<file path="src/rtl/clk_en_pkg.sv">
// Shared definitions for the clock-enable generator.
//   mode_e      : operating mode (RUN / HALT / STEP)
//   decode_mode : maps the raw 2-bit mode input onto mode_e; 2'b11 is HALT
package clk_en_pkg;

  typedef enum logic [1:0] {
    MODE_RUN  = 2'b00,
    MODE_HALT = 2'b01,
    MODE_STEP = 2'b10
  } mode_e;

  function automatic mode_e decode_mode(input logic [1:0] raw);
    case (raw)
      2'b00:   return MODE_RUN;
      2'b10:   return MODE_STEP;
      default: return MODE_HALT;
    endcase
  endfunction

endpackage

</file>
<file path="src/rtl/clk_enable_gen_sync_edge.sv">
// Multi-stage synchroniser with rising-edge detector for an asynchronous,
// already-debounced input (board buttons).
//   clk        : system clock
//   rst        : asynchronous active-high reset
//   async_in   : asynchronous level input
//   rise_pulse : one-cycle pulse after the synchronised input rises
module sync_edge #(
  parameter int unsigned SYNC_STAGES = 2
) (
  input  logic clk,
  input  logic rst,
  input  logic async_in,
  output logic rise_pulse
);

  logic [SYNC_STAGES-1:0] sync;
  logic                   prev;

  always_ff @(posedge clk or posedge rst) begin
    if (rst) begin
      sync <= '0;
      prev <= 1'b0;
    end else begin
      sync <= {sync[SYNC_STAGES-2:0], async_in};
      prev <= sync[SYNC_STAGES-1];
    end
  end

  assign rise_pulse = sync[SYNC_STAGES-1] & ~prev;

endmodule

</file>
<file path="src/rtl/clk_enable_gen.sv">
// Programmable clock-enable generator with RUN / HALT / single-STEP modes.
//   clk         : system clock
//   rst         : asynchronous active-high reset
//   mode        : 00 RUN, 01 HALT, 10 STEP, 11 HALT
//   div_in      : new divisor value (0 behaves as 1)
//   div_load    : one-cycle strobe capturing div_in into the shadow register
//   step_in     : asynchronous step button (debounced)
//   tick        : registered one-cycle enable pulse
//   sq          : registered square wave, toggles on every tick
//   cnt_o       : current counter value (debug)
//   div_pending : a loaded divisor is waiting to take effect
module clk_enable_gen
  import clk_en_pkg::*;
#(
  parameter int unsigned WIDTH       = 32,
  parameter int unsigned DEFAULT_DIV = 1_000_000,
  parameter int unsigned SYNC_STAGES = 2
) (
  input  logic             clk,
  input  logic             rst,
  input  logic [1:0]       mode,
  input  logic [WIDTH-1:0] div_in,
  input  logic             div_load,
  input  logic             step_in,
  output logic             tick,
  output logic             sq,
  output logic [WIDTH-1:0] cnt_o,
  output logic             div_pending
);

  localparam logic [WIDTH-1:0] ONE = WIDTH'(1);

  logic [WIDTH-1:0] cnt, cnt_n;
  logic [WIDTH-1:0] div_act, div_act_n;
  logic [WIDTH-1:0] shadow, shadow_n;
  logic [WIDTH-1:0] d_eff, d_new;
  logic             tick_n, sq_n, pending_n;
  logic             was_run, was_run_n;
  logic             step_rise;
  logic             terminal, transfer;
  mode_e            mode_s;

  sync_edge #(.SYNC_STAGES(SYNC_STAGES)) u_step_sync (
    .clk        (clk),
    .rst        (rst),
    .async_in   (step_in),
    .rise_pulse (step_rise)
  );

  assign mode_s = decode_mode(mode);
  assign d_eff  = (div_act == '0) ? ONE : div_act;
  assign d_new  = (shadow  == '0) ? ONE : shadow;

  // Terminal uses >= so a counter stranded above a shrunken divisor still
  // wraps to 0 rather than running through 2^WIDTH.
  assign terminal = (mode_s == MODE_RUN) && was_run && (cnt >= d_eff - ONE);
  // A pending divisor moves across at the RUN wrap, or immediately when not running.
  assign transfer = div_pending && ((mode_s != MODE_RUN) || terminal);

  always_comb begin
    cnt_n     = cnt;
    tick_n    = 1'b0;
    sq_n      = sq;
    div_act_n = div_act;
    shadow_n  = shadow;
    pending_n = div_pending;
    was_run_n = (mode_s == MODE_RUN);

    case (mode_s)
      MODE_RUN: begin
        if (!was_run) begin
          cnt_n = '0;
        end else if (terminal) begin
          cnt_n  = '0;
          tick_n = 1'b1;
          sq_n   = ~sq;
        end else begin
          cnt_n = cnt + ONE;
        end
      end
      MODE_STEP: begin
        cnt_n = '0;
        if (step_rise) begin
          tick_n = 1'b1;
          sq_n   = ~sq;
        end
      end
      default: begin
        if (transfer && (cnt >= d_new)) cnt_n = '0;
      end
    endcase

    if (transfer) div_act_n = shadow;

    // A load coinciding with a transfer keeps pending set for the next one.
    if (div_load) begin
      shadow_n  = div_in;
      pending_n = 1'b1;
    end else if (transfer) begin
      pending_n = 1'b0;
    end
  end

  always_ff @(posedge clk or posedge rst) begin
    if (rst) begin
      cnt         <= '0;
      tick        <= 1'b0;
      sq          <= 1'b0;
      div_act     <= WIDTH'(DEFAULT_DIV);
      shadow      <= '0;
      div_pending <= 1'b0;
      was_run     <= 1'b1;
    end else begin
      cnt         <= cnt_n;
      tick        <= tick_n;
      sq          <= sq_n;
      div_act     <= div_act_n;
      shadow      <= shadow_n;
      div_pending <= pending_n;
      was_run     <= was_run_n;
    end
  end

  assign cnt_o = cnt;

endmodule
</file>
<file path="config.mk">
export PLATFORM = sky130hd
export DESIGN_NAME = clk_enable_gen
export DESIGN_NICKNAME = d
export VERILOG_FILES = /design/src/rtl/clk_en_pkg.sv /design/src/rtl/clk_enable_gen_sync_edge.sv /design/src/rtl/clk_enable_gen.sv
export SDC_FILE = /design/constraint.sdc
export NUM_CORES = 1
export LEC_CHECK = 0
export BUFFER_PORTS_ARGS = -buffer_cell sky130_fd_sc_hd__buf_2
export CAP_MARGIN = 20
export CORE_MARGIN = 1.5
export CORE_UTILIZATION = 35
export CTS_CLUSTER_DIAMETER = 30
export DETAILED_ROUTE_END_ITERATION = 8
export SLEW_MARGIN = 20
export SYNTH_ARGS = -nofsm -noshare
export SYNTH_HDL_FRONTEND = slang
export SYNTH_SLANG_ARGS = --single-unit
</file>
<file path="constraint.sdc">
create_clock -name clk -period 5 [get_ports clk]
set_input_delay 1 -clock clk [delete_from_list [all_inputs] [get_ports clk]]
set_output_delay 1 -clock clk [all_outputs]
set_load 0.01 [all_outputs]
</file>
-- Word-level counts from Yosys, hierarchy flattened
Cells that the tools add are included.
- register bits: 103
- output and inout bits: 35
- logic and storage cells: 52
- $add $sub $neg: 2
- $lt $le $gt $ge: 2
- eq/ne operators: 5
- mux-type cells: 17
- bitwise logic cells: 3
- reduce and logical (&&, ||, !) cells: 14
- operators with widths (kind ; count):
    two-way mux 32 bit ; 5
    greater-or-equal comparator 32 bit ; 2
    zero test 32 bit ; 2
    one-hot mux 32 bit (2 select lines) ; 1
    adder 32 x 1 -> 32 bit, second input constant ; 1
    subtractor 32 x 1 -> 32 bit, second input constant ; 1
    two-way mux 1 bit ; 8
    nonzero test 2 bit ; 3
    equality test 2 bit, second input constant ; 2
    logical AND 1 bit ; 4
    zero test 2 bit ; 2
    inequality test 2 bit, second input constant ; 2
    one-hot mux 1 bit (2 select lines) ; 2
    one-hot mux 2 bit (2 select lines) ; 1
    AND reduction 4 bit ; 1
    nonzero test 3 bit ; 1
    inequality test 2 x 1 -> 1 bit, second input constant ; 1
    inverter 1 bit ; 2
    AND 1 bit ; 1
    logical OR 1 bit ; 1

-- Logic depth before layout (Yosys ltp)
- depth after elaboration: 10
- gate-level depth with buffers: 20
- mapped depth without buffers: 17

-- Hierarchy
Synthesis repeated with hierarchy kept, for this count alone.
- cell total of the unflattened synthesis: 909
- area, all modules: 7868.8 sq um
- by module, submodules not included (module ; instances ; cells each ; area each (sq um)):
    clk_enable_gen ; 1 ; 904 ; 7776.2
    sync_edge ; 1 ; 5 ; 92.6

-- Worst setup path after synthesis
Ideal clock, no wire load.
- path kind: register to register
- start: register div_act[23]
- end: register cnt[2] (netlist: cnt_o[2])
- library setup time: 0.090 ns
- arrival time: 4.382 ns
- data required time: 4.910 ns
- slack: 0.528 ns
- stages on the path, launching flop included: 21
- path buffers: 3
- period minus slack after synthesis: 4.472 ns
- cell sequence: dfrtp_1 buf_2 or4_4 nor4_1 nand2_1 nor3_1 a21oi_1 ha_1 nand4_1 nor3_1 nand3b_1 xor2_1 ha_1 nand4_1 nor3_1 a221oi_1 and3_1 clkbuf_1 nand2_1 clkbuf_1 o221ai_1
- word-level cells in the longest chain between the ends: 9
- elaborated cells on any way between the ends: 12
- those cells by class: add/sub (1); order compare (1); mux (4); reduce/logical (6)
- RTL lines (item ; line ; text):
    from (decl) ; clk_enable_gen.sv:34 ; logic [WIDTH-1:0] div_act, div_act_n;
    from (signal assigned) ; clk_enable_gen.sv:109 ; div_act <= WIDTH'(DEFAULT_DIV);
    from (signal assigned) ; clk_enable_gen.sv:117 ; div_act <= div_act_n;
    zero test 32 bit ; clk_enable_gen.sv:51 ; assign d_eff = (div_act == '0) ? ONE : div_act;
    two-way mux 32 bit (*) ; clk_enable_gen.sv:51 ;
    subtractor 32 x 1 -> 32 bit (*) ; clk_enable_gen.sv:56 ; assign terminal = (mode_s == MODE_RUN) && was_run && (cnt >= d_eff - ONE);
    greater-or-equal comparator 32 bit (*) ; clk_enable_gen.sv:56 ;
    logical AND 1 bit (*) ; clk_enable_gen.sv:56 ;
    parallel branches: the longest is 4 deep, another holds two-way mux 32 bit ; - ;
    to (signal assigned) ; clk_enable_gen.sv:114 ; cnt <= cnt_n;
    to (decl) ; clk_enable_gen.sv:33 ; logic [WIDTH-1:0] cnt, cnt_n;
Mark *: on every way between the ends.
A chain may end at the register's enable or synchronous reset.

-- Worst setup path after layout
- start: register div_act[23]
- end: register div_pending
- word-level cells in the longest chain between the ends: 8
- RTL lines (item ; line ; text):
    zero test 32 bit ; clk_enable_gen.sv:51 ;
    two-way mux 32 bit (*) ; clk_enable_gen.sv:51 ;
    subtractor 32 x 1 -> 32 bit (*) ; clk_enable_gen.sv:56 ;
    greater-or-equal comparator 32 bit (*) ; clk_enable_gen.sv:56 ;
    logical AND 1 bit (*) ; clk_enable_gen.sv:56 ;
    logical OR 1 bit (*) ; clk_enable_gen.sv:58 ; assign transfer = div_pending && ((mode_s != MODE_RUN) || terminal);
    logical AND 1 bit (*) ; clk_enable_gen.sv:58 ;
    nonzero test 2 bit (no line) (*) ; - ;
    to (signal assigned) ; clk_enable_gen.sv:119 ; div_pending <= pending_n;
    to (decl) ; clk_enable_gen.sv:28 ; output logic div_pending
Every way passes the cells marked *; elsewhere a longest branch is shown, timed or not.

==> summary.txt <==
Power
  • Switching share of power: 0.330
  • Clock power share: 0.326
  • Leak: 3.59 nW
  • Reg power frac: 0.455
  • Worst VDD drop: 0.000138 V
  • NetSw: 0.000756 W
  • Comb pwr share: 0.219
  • Power density over the cells: 261 mW/mm²
  • P_int: 0.00153 W

Floorplanning
  • I/O Pins: 73
  • Site Rows: 54
  • CORE AREA: 0.0218 mm²
  • Die X: 152 µm
  • Initial Util: 0.357
  • Die Height: 152 µm
  • Die ar.: 0.0232 mm²

Worst setup path
  • WP data arrival: 4900 ps
  • Setup crit end kind: register
  • Worst-path fanout max: 32
  • Nature of the critical path startpoint: register
  • WS Path Type: reg -> reg
  • CP Data Required Time: 5260 ps

Yosys
  • Post-synth top area cell: dfrtp_1
  • Top_reg_cell synth: dfrtp_1
  • Synthesized Nets: 1018
  • Post-Syn Instances: 914
  • Area share of the largest cell type after synthesis: 0.305
  • Synth async-reset ratio: 1.00
  • Synth warnings: 0
  • Synthesized area: 0.00779 mm²
  • FF+latch count, synth: 103
  • Synth Area per Inst: 8.53 µm²
  • Largest cells by area after synthesis: dfrtp_1 30%, ha_1 11%, nand4_1 4.3%
  • Unique masters post-synth: 72
  • Sequential share of the synthesized area: 0.332
  • EDFF count, synth: 0

Timing
  • Worst-margin pin slew: 852 ps
  • Slew headroom: 0.432
  • Achievable Freq: 216 MHz
  • Slew Limit Fails: 0
  • Setup_tns: 0 ps
  • Period utilisation layout: 0.928
  • Clk_skew: 9.09 ps
  • Hold Vio Cnt, Final: 0
  • Final setup fails: 0
  • Final min period: 4640 ps
  • Setup repair after global routing missed its margin: false

Final layout
  • Number of diodes: 0
  • Layout cells sized above 1: 0.154
  • Final Core Density: 0.401
  • Nets: 1057
  • Area Growth Syn to Fin: 12.4%
  • Final Non-Filler Cells: 1238

GRT
  • Total GRT Usage: 0.207
  • First-pass GRT wire length: 38500 µm
  • Gr ovfl total: 0
  • Antenna violations before repair: 0
  • Vias in the first global route: 6904
  • Largest net degree at the start of global routing: 78

Routing
  • Post-route ant nets: 0
  • Via Count: 7349
  • Vias/cell: 5.94
  • First-pass DRT Iterations: 5
  • DRT iter0 DRCs: 585
  • WL/cell: 19.6 µm
  • Post-Route WL: 24200 µm
  • DRC: 0

Outcome
  • Status: finished, final reports clean

CTS
  • H-tree depth: 3
  • Worst-path clk slew: 70 ps
  • Num CTS Buffers: 9
  • Max clock buf depth: 2
  • CTS root buf: clkbuf_16
  • CTS tree: done
  • Clk_lat worst skew: 360 ps
  • Clk sinks: 103

Place
  • DP Wirelength: 16800 µm
  • Port Buf Inserts: 72
  • Dpl cells: 1220
  • Routability cong.: 0.903

Worst hold path
  • Min-delay worst type: reg -> reg

Job
  • Max-Cap Viols: 0
==> Yosys cell counts, types with 2 or more instances <==
library cell,n
o221ai_1,26
xnor2_1,25
nor3_1,22
or3_1,7
o22ai_1,4
buf_2,3
o2111ai_1,34
nand4_1,54
dfstp_2,8
bufbuf_16,2
or4_4,4
and2_1,3
dfrtp_1,95
ha_1,66
a2bb2oi_1,2
nand3_1,64
nand2_1,74
nor4b_1,2
nor4_1,23
a211oi_1,2
xor2_1,8
nand4b_1,2
a211o_1,2
nand2b_1,8
nor2_1,27
clkbuf_1,58
and4_1,2
or4_1,2
o31ai_1,32
nand3b_1,32
a21oi_1,56
buf_1,5
o21a_1,4
inv_1,65
a31oi_1,2
o21bai_1,2
o21ai_0,52
==> registers in the layout (all words and copies together), names as in the netlist <==
signal,count
cnt_o,32
div_pending,1
div_act,32
sq,1
u_step_sync.sync,2
was_run,1
shadow,32
tick,1
u_step_sync.prev,1
==> metal layers <==
layer | wire length [µm] | up-vias | global-route usage
met2 | 11400 | 232 | 0.342
met4 | 562 | 0 | 0.0638
met3 | 1090 | 42 | 0.0304
met1 | 11200 | 3547 | 0.278
li1 | - | 3528 | -
met5 | 0 | - | 0
==> through the flow <==
step	total power (W)	setup slack, ps	instance area (µm²)	hold WS, ps
floorplan	0.00141	528	7790	331
global placement	0.00154	259	8390	354
detailed placement	0.00155	180	8390	357
CTS	0.00230	145	8690	374
global route	0.00241	14.9	8760	388
finish	0.00229	361	8760	375
==> power by group through the flow <==
stage | clock network [W] | registers (W) | logic (W)
2_1_floorplan | 0 | 0.00101 | 0.000402
3_3_place_gp | 0 | 0.00105 | 0.000487
3_5_place_dp | 0 | 0.00105 | 0.000498
4_1_cts | 0.000758 | 0.00104 | 0.000500
5_1_grt | 0.000790 | 0.00106 | 0.000561
6_report | 0.000745 | 0.00104 | 0.000501
==> cells by family after synthesis <==
logic type,count (synthesis),share of synthesized area
simple gates,338,0.243
compound gates,232,0.201
buf+inv,140,0.0790
flops,103,0.332
fa+ha+maj,66,0.106
xor+xnor,33,0.0371
mux,2,0.00273
==> cells in the final DEF, fill, tap and decap left out, types with 3 or more instances in the layout <==
master	count
o2111ai_1	34
a21oi_1	56
nor3_1	21
nor2_1	27
o21a_1	4
and2_1	3
nor4_2	3
buf_4	26
nand3b_1	32
ha_1	66
o22ai_1	4
o221ai_1	26
nand3_1	64
o21ai_0	52
clkbuf_16	9
or3_1	7
or4_4	4
nand2_1	73
dfstp_2	8
nor4_1	21
nand2b_1	8
xor2_1	8
xnor2_1	25
o31ai_1	32
inv_1	64
buf_2	71
dfrtp_1	95
nand4_1	54
==> worst max-delay path: stages (launching register included) <==
cell	delay, ps
dfrtp_1	380
or4_4	560
nor4_1	220
buf_4	170
nand2_1	110
nor3_2	170
a21oi_1	120
ha_1	260
nand4_1	240
or4_4	200
nor4_4	40
xnor2_1	130
ha_1	310
nand4_1	180
nor4_2	380
nand2_2	190
o2bb2ai_4	260
buf_12	220
o21ai_0	100
a31o_2	280
==> worst paths after layout <==
check / depth (start not counted) / startpoint / slack (ps) / to
worst max-delay path: 19 / div_act[23]$_DFFE_PP0P_ / 360 / div_pending$_DFFE_PP0P_
worst min-delay path: 0 / u_step_sync.sync[1]$_DFF_PP0_ / 370 / u_step_sync.prev$_DFF_PP0_
worst max register to register: 19 / div_act[23]$_DFFE_PP0P_ / 360 / div_pending$_DFFE_PP0P_
worst min register to register: 0 / u_step_sync.sync[1]$_DFF_PP0_ / 370 / u_step_sync.prev$_DFF_PP0_
max in group asynchronous: 3 / rst / 3400 / shadow[26]$_DFFE_PP0P_
min in group asynchronous: 2 / rst / 750 / cnt_o[7]$_DFFE_PP0P_
==> area by class of cell <==
type / count / area, µm²
Inverter: 67 / 256
Timing Repair Buffer: 100 / 597
Fill cell: 2227 / 13100
Sequential cell: 103 / 2590
Clock buffer: 11 / 243
Clock inverter: 5 / 56.3
Multi-Input combinational cell: 672 / 4670
Tap cell: 280 / 350
==> what timing repair did <==
action / 4_1_cts / 5_1_grt
hold buffers: 0 / 0
endpoints found under the setup margin: 0 / 63
resized for setup: 0 / 8
buffers inserted: 0 / 1
Note: power is estimated with default switching activity, not from simulation.
